## src/rtl/seq_mag_compare.sv

```systemverilog
// -----------------------------------------------------------------------------
// seq_mag_compare
//
// Multi-cycle magnitude comparator. Two WIDTH-bit operands are compared
// CHUNK bits at a time, most significant slice first, and the result is
// reported as one-hot lt/eq/gt flags together with a start/busy/done
// handshake. Each request selects unsigned or two's-complement ordering.
//
// Signed operation: the MSB of both operands is inverted on capture
// (offset-binary). That maps two's-complement ordering onto unsigned
// ordering, so the slice datapath is the same in both modes.
//
// Optional feature (compile-time macro):
//   SEQ_MAG_COMPARE_EARLY_EXIT_EN
//     defined   : RUN ends on the first unequal slice.
//                 The latency is the 1-based index of that slice, or
//                 NSLICE when the operands are equal.
//     undefined : RUN always lasts NSLICE cycles.
//                 The first unequal slice is held as a pending decision
//                 and is published on the final RUN edge.
//   Both builds produce the same result values.
//
// Parameters:
//   WIDTH        operand width in bits (integer multiple of CHUNK)
//   CHUNK        bits compared per cycle (1 <= CHUNK <= WIDTH)
//
// Ports:
//   clk          clock, all state changes on the rising edge
//   rst          synchronous active-high reset (overrides start)
//   start        compare request, accepted only while busy = 0
//   signed_mode  1 = two's-complement, 0 = unsigned (sampled with start)
//   a, b         operands (sampled with start)
//   busy         high while a compare is running
//   done         one-cycle pulse when lt/eq/gt become valid
//   lt, eq, gt   result flags, one-hot after done, held until the next
//                accepted start or reset
// -----------------------------------------------------------------------------
module seq_mag_compare #(
    parameter int WIDTH = 16,
    parameter int CHUNK = 4
) (
    input  logic             clk,
    input  logic             rst,
    input  logic             start,
    input  logic             signed_mode,
    input  logic [WIDTH-1:0] a,
    input  logic [WIDTH-1:0] b,
    output logic             busy,
    output logic             done,
    output logic             lt,
    output logic             eq,
    output logic             gt
);

    localparam int NSLICE = WIDTH / CHUNK;
    localparam int CW     = (NSLICE > 1) ? $clog2(NSLICE) : 1;

    localparam logic [1:0]    ST_IDLE = 2'd0;
    localparam logic [1:0]    ST_RUN  = 2'd1;
    localparam logic [1:0]    ST_DONE = 2'd2;

    localparam logic [CW-1:0] CNT_LOAD = CW'(NSLICE - 1);
    localparam logic [CW-1:0] CNT_ZERO = CW'(0);
    localparam logic [CW-1:0] CNT_ONE  = CW'(1);

    // Flip the sign bit so that two's-complement order equals unsigned order.
    function automatic logic [WIDTH-1:0] to_offset_binary(
        input logic [WIDTH-1:0] value,
        input logic             is_signed
    );
        logic [WIDTH-1:0] msb_mask;
        msb_mask            = {WIDTH{1'b0}};
        msb_mask[WIDTH-1]   = is_signed;
        return value ^ msb_mask;
    endfunction

    // Most significant CHUNK bits of a shift register.
    function automatic logic [CHUNK-1:0] top_slice(input logic [WIDTH-1:0] value);
        return value[WIDTH-1 -: CHUNK];
    endfunction

    // ------------------------------------------------------------------
    // State registers
    // ------------------------------------------------------------------
    logic [1:0]       r_state;
    logic [WIDTH-1:0] r_a_sh;
    logic [WIDTH-1:0] r_b_sh;
    logic [CW-1:0]    r_cnt;
    logic             r_busy;
    logic             r_done;
    logic             r_lt;
    logic             r_eq;
    logic             r_gt;
`ifndef SEQ_MAG_COMPARE_EARLY_EXIT_EN
    // The first unequal slice decides the result. The decision is held
    // here until the final RUN edge.
    logic             r_pend_vld;
    logic             r_pend_gt;
`endif

    // ------------------------------------------------------------------
    // Next-state wires
    // ------------------------------------------------------------------
    logic [1:0]       w_state_nxt;
    logic [WIDTH-1:0] w_a_sh_nxt;
    logic [WIDTH-1:0] w_b_sh_nxt;
    logic [CW-1:0]    w_cnt_nxt;
    logic             w_busy_nxt;
    logic             w_done_nxt;
    logic             w_lt_nxt;
    logic             w_eq_nxt;
    logic             w_gt_nxt;
`ifndef SEQ_MAG_COMPARE_EARLY_EXIT_EN
    logic             w_pend_vld_nxt;
    logic             w_pend_gt_nxt;
`endif

    logic             w_accept;
    logic [CHUNK-1:0] w_slice_a;
    logic [CHUNK-1:0] w_slice_b;
    logic             w_slice_gt;
    logic             w_slice_lt;
    logic             w_last;

    // Accept a request and compare the current top slices.
    always_comb begin
        w_accept   = start & ~r_busy;
        w_slice_a  = top_slice(r_a_sh);
        w_slice_b  = top_slice(r_b_sh);
        w_slice_gt = (w_slice_a > w_slice_b);
        w_slice_lt = (w_slice_a < w_slice_b);
        w_last     = (r_cnt == CNT_ZERO);
    end

    // Compute the next state of the FSM and the datapath.
    always_comb begin
        w_state_nxt = r_state;
        w_a_sh_nxt  = r_a_sh;
        w_b_sh_nxt  = r_b_sh;
        w_cnt_nxt   = r_cnt;
        w_busy_nxt  = r_busy;
        w_done_nxt  = 1'b0;
        w_lt_nxt    = r_lt;
        w_eq_nxt    = r_eq;
        w_gt_nxt    = r_gt;
`ifndef SEQ_MAG_COMPARE_EARLY_EXIT_EN
        w_pend_vld_nxt = r_pend_vld;
        w_pend_gt_nxt  = r_pend_gt;
`endif

        case (r_state)
            // IDLE and DONE behave the same. Both accept a new request,
            // which makes back-to-back compares possible from DONE.
            ST_IDLE, ST_DONE: begin
                if (w_accept) begin
                    w_state_nxt = ST_RUN;
                    w_a_sh_nxt  = to_offset_binary(a, signed_mode);
                    w_b_sh_nxt  = to_offset_binary(b, signed_mode);
                    w_cnt_nxt   = CNT_LOAD;
                    w_busy_nxt  = 1'b1;
                    w_done_nxt  = 1'b0;
                    w_lt_nxt    = 1'b0;
                    w_eq_nxt    = 1'b0;
                    w_gt_nxt    = 1'b0;
`ifndef SEQ_MAG_COMPARE_EARLY_EXIT_EN
                    w_pend_vld_nxt = 1'b0;
                    w_pend_gt_nxt  = 1'b0;
`endif
                end else begin
                    w_state_nxt = ST_IDLE;
                    w_busy_nxt  = 1'b0;
                    w_done_nxt  = 1'b0;
                end
            end

            ST_RUN: begin
`ifdef SEQ_MAG_COMPARE_EARLY_EXIT_EN
                if (w_slice_gt || w_slice_lt) begin
                    w_state_nxt = ST_DONE;
                    w_busy_nxt  = 1'b0;
                    w_done_nxt  = 1'b1;
                    w_lt_nxt    = w_slice_lt;
                    w_eq_nxt    = 1'b0;
                    w_gt_nxt    = w_slice_gt;
                end else if (w_last) begin
                    w_state_nxt = ST_DONE;
                    w_busy_nxt  = 1'b0;
                    w_done_nxt  = 1'b1;
                    w_lt_nxt    = 1'b0;
                    w_eq_nxt    = 1'b1;
                    w_gt_nxt    = 1'b0;
                end else begin
                    w_a_sh_nxt  = r_a_sh << CHUNK;
                    w_b_sh_nxt  = r_b_sh << CHUNK;
                    w_cnt_nxt   = r_cnt - CNT_ONE;
                end
`else
                if (w_last) begin
                    w_state_nxt = ST_DONE;
                    w_busy_nxt  = 1'b0;
                    w_done_nxt  = 1'b1;
                    // An earlier slice that already differed wins over
                    // the last slice.
                    if (r_pend_vld) begin
                        w_lt_nxt = ~r_pend_gt;
                        w_eq_nxt = 1'b0;
                        w_gt_nxt = r_pend_gt;
                    end else begin
                        w_lt_nxt = w_slice_lt;
                        w_eq_nxt = ~(w_slice_lt | w_slice_gt);
                        w_gt_nxt = w_slice_gt;
                    end
                end else begin
                    // Keep shifting after a decision so that RUN always
                    // takes NSLICE cycles. Later slices are ignored.
                    w_a_sh_nxt  = r_a_sh << CHUNK;
                    w_b_sh_nxt  = r_b_sh << CHUNK;
                    w_cnt_nxt   = r_cnt - CNT_ONE;
                    if (!r_pend_vld && (w_slice_gt || w_slice_lt)) begin
                        w_pend_vld_nxt = 1'b1;
                        w_pend_gt_nxt  = w_slice_gt;
                    end else begin
                        w_pend_vld_nxt = r_pend_vld;
                        w_pend_gt_nxt  = r_pend_gt;
                    end
                end
`endif
            end

            default: begin
                // An unreachable encoding recovers to a clean IDLE.
                w_state_nxt = ST_IDLE;
                w_a_sh_nxt  = {WIDTH{1'b0}};
                w_b_sh_nxt  = {WIDTH{1'b0}};
                w_cnt_nxt   = CNT_ZERO;
                w_busy_nxt  = 1'b0;
                w_done_nxt  = 1'b0;
                w_lt_nxt    = 1'b0;
                w_eq_nxt    = 1'b0;
                w_gt_nxt    = 1'b0;
`ifndef SEQ_MAG_COMPARE_EARLY_EXIT_EN
                w_pend_vld_nxt = 1'b0;
                w_pend_gt_nxt  = 1'b0;
`endif
            end
        endcase
    end

    // Register the state. Reset clears everything and discards any
    // compare that is in progress.
    always_ff @(posedge clk) begin
        if (rst) begin
            r_state <= ST_IDLE;
            r_a_sh  <= {WIDTH{1'b0}};
            r_b_sh  <= {WIDTH{1'b0}};
            r_cnt   <= CNT_ZERO;
            r_busy  <= 1'b0;
            r_done  <= 1'b0;
            r_lt    <= 1'b0;
            r_eq    <= 1'b0;
            r_gt    <= 1'b0;
`ifndef SEQ_MAG_COMPARE_EARLY_EXIT_EN
            r_pend_vld <= 1'b0;
            r_pend_gt  <= 1'b0;
`endif
        end else begin
            r_state <= w_state_nxt;
            r_a_sh  <= w_a_sh_nxt;
            r_b_sh  <= w_b_sh_nxt;
            r_cnt   <= w_cnt_nxt;
            r_busy  <= w_busy_nxt;
            r_done  <= w_done_nxt;
            r_lt    <= w_lt_nxt;
            r_eq    <= w_eq_nxt;
            r_gt    <= w_gt_nxt;
`ifndef SEQ_MAG_COMPARE_EARLY_EXIT_EN
            r_pend_vld <= w_pend_vld_nxt;
            r_pend_gt  <= w_pend_gt_nxt;
`endif
        end
    end

    assign busy = r_busy;
    assign done = r_done;
    assign lt   = r_lt;
    assign eq   = r_eq;
    assign gt   = r_gt;

endmodule
```

## config.mk

```make
export PLATFORM = sky130hd
export DESIGN_NAME = seq_mag_compare
export DESIGN_NICKNAME = d
export VERILOG_FILES = /design/src/rtl/seq_mag_compare.sv
export SDC_FILE = /design/constraint.sdc
export NUM_CORES = 1
export LEC_CHECK = 0
export ABC_AREA = 1
export BUFFER_PORTS_ARGS = -buffer_cell sky130_fd_sc_hd__buf_2
export CORE_MARGIN = 4
export CORE_UTILIZATION = 25
export CTS_BUF_LIST = sky130_fd_sc_hd__clkbuf_4
export DETAILED_ROUTE_END_ITERATION = 8
export GPL_TIMING_DRIVEN = 0
export PLACE_DENSITY = 0.52
export SLEW_MARGIN = 10
export SYNTH_ARGS = -nofsm -noshare
export SYNTH_HDL_FRONTEND = slang
export SYNTH_SLANG_ARGS = --single-unit
```

## constraint.sdc

```tcl
create_clock -name clk -period 3.4 [get_ports clk]
set_input_delay 0.68 -clock clk [delete_from_list [all_inputs] [get_ports clk]]
set_output_delay 0.68 -clock clk [all_outputs]
set_load 0.005 [all_outputs]
```

== After elaboration in Yosys (flattened, before gate mapping) ==
Index checks and enable logic that the tools add are counted.

* Output and inout port bits: 5
* Bits of input ports: 36
* RAM bits: 0
* Latch bits: 0
* ROM bits: 0
* Memories kept: 0
* Word-level logic and storage cells: 70
* Flip-flop bits (word level): 43

* Add/subtract/negate cells: 1
* Magnitude comparators: 2
* Bitwise operators: 8
* Multiplexer cells: 32
* Reduce and logical (&&, ||, !) cells: 10
* Shift-type cells: 0
* Equality and inequality tests: 6
* Multipliers: 0
* Divide/modulo/power cells: 0

{| class="wikitable"
|+ Operators by type and width
! kind !! count
|-
| 16-bit 2-to-1 mux || 4
|-
| 16-bit case mux with 2 select lines || 2
|-
| 16-bit bitwise XOR || 2
|-
| 1-bit 2-to-1 mux || 15
|-
| 1-bit case mux with 2 select lines || 6
|-
| 2-bit inequality test, second input constant || 4
|-
| 2-bit case mux with 2 select lines || 2
|-
| 2-bit 2-to-1 mux || 3
|-
| 4-bit greater-than comparator || 1
|-
| 2-bit zero test || 2
|-
| 4-bit less-than comparator || 1
|-
| 1-bit NOT || 4
|-
| 2-bit AND reduction || 2
|-
| 2-bit OR reduction || 2
|-
| 3-bit AND reduction || 1
|-
| 2-bit by 1-bit equality test with 1-bit output, second input constant || 1
|-
| 2-bit equality test, second input constant || 1
|-
| 2-bit by 1-bit subtractor with 2-bit output, second input constant || 1
|-
| 1-bit bitwise AND || 1
|-
| 1-bit logical AND || 1
|-
| 1-bit zero test || 1
|-
| 1-bit logical OR || 1
|-
| 1-bit bitwise OR || 1
|}

== Depth between registers and ports, before layout ==
Gate-level depths: netlist of the first run.

* Depth in word-level cells: 6
* Depth in mapped cells: 13
* Mapped depth without buffers: 13

== Worst setup path after synthesis of the first run ==
Ideal clock, no wire load.

* Kind: in2reg
* Start: input port start
* End: register r_b_sh[4]
* Data arrival time: 1.387 ns
* Setup slack: 1.891 ns
* Setup time: 0.122 ns
* Stages on the path: 6
* Cell sequence: inv_1 > o21ai_2 > nand2_4 > buf_2 > a221oi_1 > nor2_1

* Longest elaborated chain between the ends: 3

{| class="wikitable"
|+ RTL lines
! element !! RTL line !! source
|-
| start: declaration || 44 || <nowiki>input logic start,</nowiki>
|-
| 1-bit bitwise AND || 127 || <nowiki>w_accept = start & ~r_busy;</nowiki>
|-
| 2-bit inequality test (no line) || n/a ||
|-
| 2-bit AND reduction (no line) || n/a ||
|-
| end signal: assignment || 255 || <nowiki>r_b_sh <= {WIDTH{1'b0}};</nowiki>
|-
| end signal: assignment || 269 || <nowiki>r_b_sh <= w_b_sh_nxt;</nowiki>
|-
| end: declaration || 87 || <nowiki>logic [WIDTH-1:0] r_b_sh;</nowiki>
|}

Every way passes these cells.
A chain may end at the register's enable or synchronous reset.

==> flow_metrics.env, run 1 <==
export IMPL_status="completed"
export IMPL_n_antenna_cell=0
export IMPL_start_util=0.257
export IMPL_syn_num_nets=271
export IMPL_cts_repair_resized=0
export IMPL_cts_inserted_buffers=5
export IMPL_grt_max_degree=14
export IMPL_finalWorstSetupSlack_ns=1.81
export IMPL_worst_path_max_fanout=10
export IMPL_seqCellArea_um2=861
export IMPL_dieArea_mm2=0.00889
export IMPL_crit_path_start_kind="input port"
export IMPL_final_area_mm2=0.00229
export IMPL_insertion_delay_ns=0.36
export IMPL_fmax_mhz=630
export IMPL_nets=317
export IMPL_seq_area_frac_synth=0.462
export IMPL_io_pins=41
export IMPL_clock_skew_final_ns=0.0205
export IMPL_synth_top_cell_area_share=0.462
export IMPL_ir_worst_vdd_uv=197
export IMPL_fillers=815
export IMPL_cts_tree="done"
export IMPL_chipHeight_um=94.3
export IMPL_worst_setup_path_type="in -> reg"
export IMPL_syn_inst=230
export IMPL_setup_violations_final=0
export IMPL_drtPass1Iterations=4
export IMPL_syn_area_per_cell_um2=8.09
export IMPL_synth_area_leaders="dfxtp_1 (46%), a221oi_1 (10%), nand2_1 (7.1%)"
export IMPL_worst_setup_path_end_kind="flop"
export IMPL_yosys_warnings=0
export IMPL_finalCritPeriodShare=0.467
export IMPL_gr_total_overflow=0
export IMPL_rows=31
export IMPL_die_w_um=94.3
export IMPL_grt_first_pass_wirelength_um=8210
export IMPL_cts_sinks=43
export IMPL_grtUsageTotal=0.119
export IMPL_place_congestion=0.740
export IMPL_drive_gt1_frac=0.231
export IMPL_slew_viol_final=0
export IMPL_wl_per_cell_um=13.4
export IMPL_relSlewSlack=0.607
export IMPL_core_mm2=0.00725
export IMPL_vias=1776
export IMPL_rsz0062_at_grt="false"
export IMPL_hp_class="reg -> reg"
export IMPL_antenna_found_initial=0
export IMPL_finalHoldViolations=0
export IMPL_dpl_cell_area_mm2=0.00218
export IMPL_first_global_vias=1656
export IMPL_area_delta_synth_final_pct=22.8
export IMPL_wirelength_um=5030
export IMPL_required_ns=3.70
export IMPL_vias_per_cell=4.72
export IMPL_yosysUniqueCellTypes=25
export IMPL_crit_arrival_ns=1.88
export IMPL_finalCriticalPeriod_ns=1.59
export IMPL_post_place_ws_ns=1.49
export IMPL_synth_top_area_cell="dfxtp_1"
export IMPL_cts_hold_buf=0
export IMPL_worst_pin_slew_ns=0.586
export IMPL_final_core_util=0.315
export IMPL_pwr_density_cell_mw_per_mm2=584
export IMPL_maxCapViolCount=0
export IMPL_postCtsSetupRepairBufs=0
export IMPL_p_leak_nw=0.991
export IMPL_clk_pin_slew_ns=0.14
export IMPL_place_hpwl_um=3690
export IMPL_multiInputGateArea_um2=847
export IMPL_fin_setup_tns_ns=0
export IMPL_drt_iter0_markers=152
export IMPL_clockBufferDepth=2
export IMPL_cts_root_buf="clkbuf_4"
export IMPL_route_antenna_remaining_nets=0
export IMPL_cts_max_level=2
export IMPL_drc=0
export IMPL_port_buffers=39
export IMPL_ys_seq_elements=43
export IMPL_syn_area_mm2=0.00186
## final cells by class
type,count,area share
Buffer,15,0.0361
Clock buffer,6,0.0197
Clock inverter,2,0.0263
Inverter,19,0.0312
Multi-Input combinational cell,153,0.371
Sequential cell,43,0.377
Tap cell,99,0.0542
Timing Repair Buffer,39,0.0854
## synthesized netlist by cell type
cell and count:
dfxtp_1 43, nand2_1 35, nor2_1 27, a221oi_1 22
a21oi_1 19, inv_1 17, o21ai_0 17, o21ai_1 10
buf_2 6, clkbuf_1 6, nand3_1 6, ha_1 5
buf_6 2, inv_2 2, o21a_1 2, xor2_1 2
a211oi_1 1, buf_4 1, nand2_2 1, nand2_4 1
nor2_4 1, nor3_1 1, nor3_2 1, o21ai_2 1
or2_2 1
## per-stage QoR
| step | power, mW | instances | hold WS (ns) |
|---|---|---|---|
| global route | 1.42 | 376 | 0.492 |
| CTS | 1.35 | 376 | 0.475 |
| global placement | 0.933 | 368 | 0.449 |
| floorplan | 0.836 | 230 | 0.434 |
| detailed placement | 0.937 | 368 | 0.455 |
| finish | 1.34 | 376 | 0.477 |
## report_power, final
group | leakage [nW] | switching [mW] | internal, mW | total, mW
sequential | 0.355 | 0.0341 | 0.568 | 0.602
combinational | 0.580 | 0.197 | 0.126 | 0.323
clock | 0.0559 | 0.173 | 0.238 | 0.410
## worst max-delay path: stages
cell and delay (ns):
clkbuf_1 0.17, inv_1 0.27, clkbuf_1 0.44, o21ai_0 0.19, nor2_1 0.13
## kinds of logic after synthesis
family                   Yosys count  synth area share
flip-flops                        43             0.462
adder cells (fa/ha/maj)            5            0.0336
AND/OR/NAND/NOR                   74             0.168
AO/OA/AOI/OAI                     72             0.244
XOR/XNOR                           2           0.00941
buffers and inverters             34            0.0827
## worst paths after layout
path	startpoint	end	slack, ns	depth (start not counted)
setup / recovery	rst	r_b_sh[4]	1.81	5
hold / removal	eq	eq	0.48	2
setup reg to reg	r_cnt[0]	r_b_sh[10]	1.89	7
hold reg to reg	eq	eq	0.48	2
## cells in the final DEF (no fill, tap or decap)
cell,n
ha_1,5
a211oi_1,1
a221oi_1,22
buf_6,2
a21oi_1,19
o21a_1,2
dfxtp_1,43
o21ai_2,1
buf_4,1
o21ai_0,17
nor2_1,27
nand2_4,1
inv_2,2
inv_1,17
nor2_4,1
nand2_1,35
or2_2,1
nand3_1,6
clkbuf_4,6
clkbuf_1,6
nor3_2,1
o21ai_1,10
xor2_1,2
nor3_1,1
buf_2,45
bufinv_16,2
nand2_2,1
## registers in the layout, indices dropped and copies added (netlist names)
name,flops
r_a_sh,16
r_b_sh,16
r_cnt,2
r_state,2
busy,1
done,1
eq,1
gt,1
lt,1
r_pend_gt,1
r_pend_vld,1
## layer usage
layer  GRT usage  part of all wire  up-vias
met5           0                 0        -
li1            -                 -      890
met1       0.156              0.48      835
met2       0.191              0.45       44
met3      0.0329             0.058        7
met4      0.0361             0.013        0
Note: power is estimated with default switching activity, not from simulation.
==> inputs of run 2 (changes only) <==
--- a/config.mk
+++ b/config.mk
@@ -12,7 +12,7 @@
 export CTS_BUF_LIST = sky130_fd_sc_hd__clkbuf_4
 export DETAILED_ROUTE_END_ITERATION = 8
 export GPL_TIMING_DRIVEN = 0
-export PLACE_DENSITY = 0.52
+export PLACE_DENSITY = 0.53
 export SLEW_MARGIN = 10
 export SYNTH_ARGS = -nofsm -noshare
 export SYNTH_HDL_FRONTEND = slang
==> constraint.sdc (replaced) <==
create_clock -name clk -period 1.4 [get_ports clk]
set_input_delay 0.28 -clock clk [delete_from_list [all_inputs] [get_ports clk]]
set_output_delay 0.28 -clock clk [all_outputs]
set_load 0.005 [all_outputs]
==> run 2 against run 1 <==
The run now ends with setup timing left. Flip-flop and latch count stayed put. Wire length up 3.7%. Core utilization up 2.8 points. Power grew 130%. Critical endpoint is now r_pend_gt. Largest cell class is now multi-input combinational cells.
==> flow_metrics.env, run 2 (same netlist as run 1, synthesis figures left out) <==
export IMPL_status="complete, but fails checks"
export IMPL_violations="setup timing"
export IMPL_pwr_share_clk=0.191
export IMPL_grt_max_degree=13
export IMPL_worst_pin_slew_ns=0.612
export IMPL_start_util=0.257
export IMPL_drive_gt1_frac=0.364
export IMPL_antenna_found_initial=0
export IMPL_fmax_mhz=710
export IMPL_area_delta_synth_final_pct=33.8
export IMPL_seqPwrFrac=0.480
export IMPL_first_global_vias=1723
export IMPL_wirelength_um=5210
export IMPL_finalWorstSetupSlack_ns=-0.00772
export IMPL_reg2reg_slack_ns=-0.008
export IMPL_drc=0
export IMPL_placed_cells=368
export IMPL_crit_path_start_kind="flop"
export IMPL_route_antenna_remaining_nets=0
export IMPL_finalCriticalPeriod_ns=1.41
export IMPL_p_int_mw=2.04
export IMPL_relSlewSlack=0.592
export IMPL_cts_root_buf="clkbuf_4"
export IMPL_min_from="b[2]"
export IMPL_wl_per_cell_um=13.6
export IMPL_io_pins=41
export IMPL_p_leak_nw=1.04
export IMPL_rsz0062_at_grt="true"
export IMPL_rr_endpoint="r_pend_gt"
export IMPL_rr_worst_depth=11
export IMPL_nets=323
export IMPL_drt_iter0_markers=79
export IMPL_instances_no_fill=382
export IMPL_maxCapViolCount=0
export IMPL_cp_buffers_inverters=1
export IMPL_insertion_delay_ns=0.35
export IMPL_cp_num_cells=11
export IMPL_clock_skew_final_ns=0.00931
export IMPL_pwr_density_cell_mw_per_mm2=1250
export IMPL_mostFrequentLayoutCells="buf_2 (41), dfxtp_1 (38), nand2_1 (31)"
export IMPL_post_place_ws_ns=-0.113
export IMPL_worst_r2r_startpoint="r_b_sh[13]"
export IMPL_cts_tree="done"
export IMPL_layout_commonest_cell="buf_2"
export IMPL_slew_viol_final=0
export IMPL_required_ns=1.69
export IMPL_dpl_cell_area_mm2=0.00218
export IMPL_drtPass1Iterations=4
export IMPL_setup_violations_final=2
export IMPL_worstPathCellList="inv_1 > ha_1 > nand2_1 > nand2_1 > nand2_1 > nand2_2 > nand2_2 > nand2_2 > nand2_2 > nand3_1 > a21oi_2"
export IMPL_pwr_share_comb=0.330
export IMPL_power_switching_mw=1.06
export IMPL_finalHoldViolations=0
export IMPL_finalCritPeriodShare=1.01
export IMPL_grtUsageTotal=0.120
export IMPL_ir_worst_vdd_uv=499
export IMPL_slowest_delay_ns=0.35
export IMPL_sw_frac_of_total=0.343
export IMPL_cts_inserted_buffers=5
export IMPL_core_mm2=0.00725
export IMPL_crit_family="simple AND/OR/NAND/NOR gates"
export IMPL_dieArea_mm2=0.00889
export IMPL_cts_max_level=2
export IMPL_vias_per_cell=4.62
export IMPL_grt_first_pass_wirelength_um=8420
export IMPL_gr_total_overflow=0
export IMPL_rows=31
export IMPL_chipHeight_um=94.3
export IMPL_die_w_um=94.3
export IMPL_top_regs="r_a_sh (16), r_b_sh (16)"
export IMPL_n_antenna_cell=0
export IMPL_place_hpwl_um=3650
export IMPL_clk_pin_slew_ns=0.13
export IMPL_clockBufferDepth=2
export IMPL_hold_end="r_b_sh[2]"
export IMPL_worst_path_max_delay_cell="dfxtp_2"
export IMPL_cpMostUsedCell="nand2_2"
export IMPL_port_buffers=39
export IMPL_worstHoldPathCells=3
export IMPL_worst_setup_path_type="reg -> reg"
export IMPL_place_congestion=0.744
export IMPL_final_area_mm2=0.00249
export IMPL_cts_sinks=43
export IMPL_crit_arrival_ns=1.70
export IMPL_vias=1765
export IMPL_worst_path_max_fanout=3
export IMPL_hp_class="in -> reg"
export IMPL_worst_setup_path_end_kind="flop"
[run 2: cell count changes in the layout (fill, tap and decap cells not counted), moves of 5 or more]
cell / delta
a221oi_2: +10
buf_4: +7
dfxtp_1: -5
o21ai_2: +6
inv_1: -5
a221oi_1: -10
[run 2: repair_timing]
action	CTS	global route
pin swaps	3	4
cloned	0	2
resized for setup	18	36
setup endpoints to repair	26	27
setup buffers	3	1
hold buffers	0	0
[run 2: worst max path at each step]
stage,from,end,slack (ns)
after floorplan,r_b_sh[15],r_pend_gt,0.12
after global placement,rst,r_b_sh[4],-0.11
after detailed placement,rst,r_b_sh[4],-0.11
after CTS,r_state[0],r_b_sh[8],0.001
after global routing,r_b_sh[14],r_pend_gt,-0.1
final,r_b_sh[13],r_pend_gt,-0.008
[run 2: layer usage]
metal | track usage | part of all wire | routed length [um] | vias to the layer above
met5 | 0 | 0 | 0 | -
met4 | 0.0361 | 0.0073 | 38 | 0
met3 | 0.0256 | 0.044 | 231 | 4
met2 | 0.195 | 0.47 | 2470 | 40
met1 | 0.160 | 0.47 | 2470 | 819
li1 | - | - | - | 902
[run 2: power groups by stage]
| stage | clock, mW | sequential, mW | combinational [mW] |
|---|---|---|---|
| final | 0.592 | 1.49 | 1.02 |
| after global routing | 0.672 | 1.51 | 1.15 |
| after CTS | 0.618 | 1.47 | 0.877 |
| after detailed placement | 0 | 1.49 | 0.786 |
| after global placement | 0 | 1.49 | 0.776 |
| after floorplan | 0 | 1.47 | 0.564 |
[run 2: layout make-up]
class | instances | area (um^2)
Buffer | 15 | 104
Tap cell | 99 | 124
Multi-Input combinational cell | 153 | 985
Clock buffer | 6 | 45.0
Fill cell | 799 | 4760
Timing Repair Buffer | 45 | 275
Clock inverter | 2 | 7.51
Sequential cell | 43 | 870
Inverter | 19 | 81.3
[run 2: metrics by stage]
step                setup TNS, ns  hold WS (ns)  total power, mW   util
global placement            -1.11         0.450             2.26  0.301
detailed placement          -1.21         0.455             2.28  0.301
finish                    -0.0122         0.176             3.11  0.343
floorplan                       0         0.428             2.03      -
global route               -0.660         0.159             3.33  0.343
CTS                             0         0.157             2.97  0.319
[run 2: tightest hold or removal path: stages]
cell     delay, ns
buf_2         0.09
nand2_1       0.05
a21oi_1       0.05
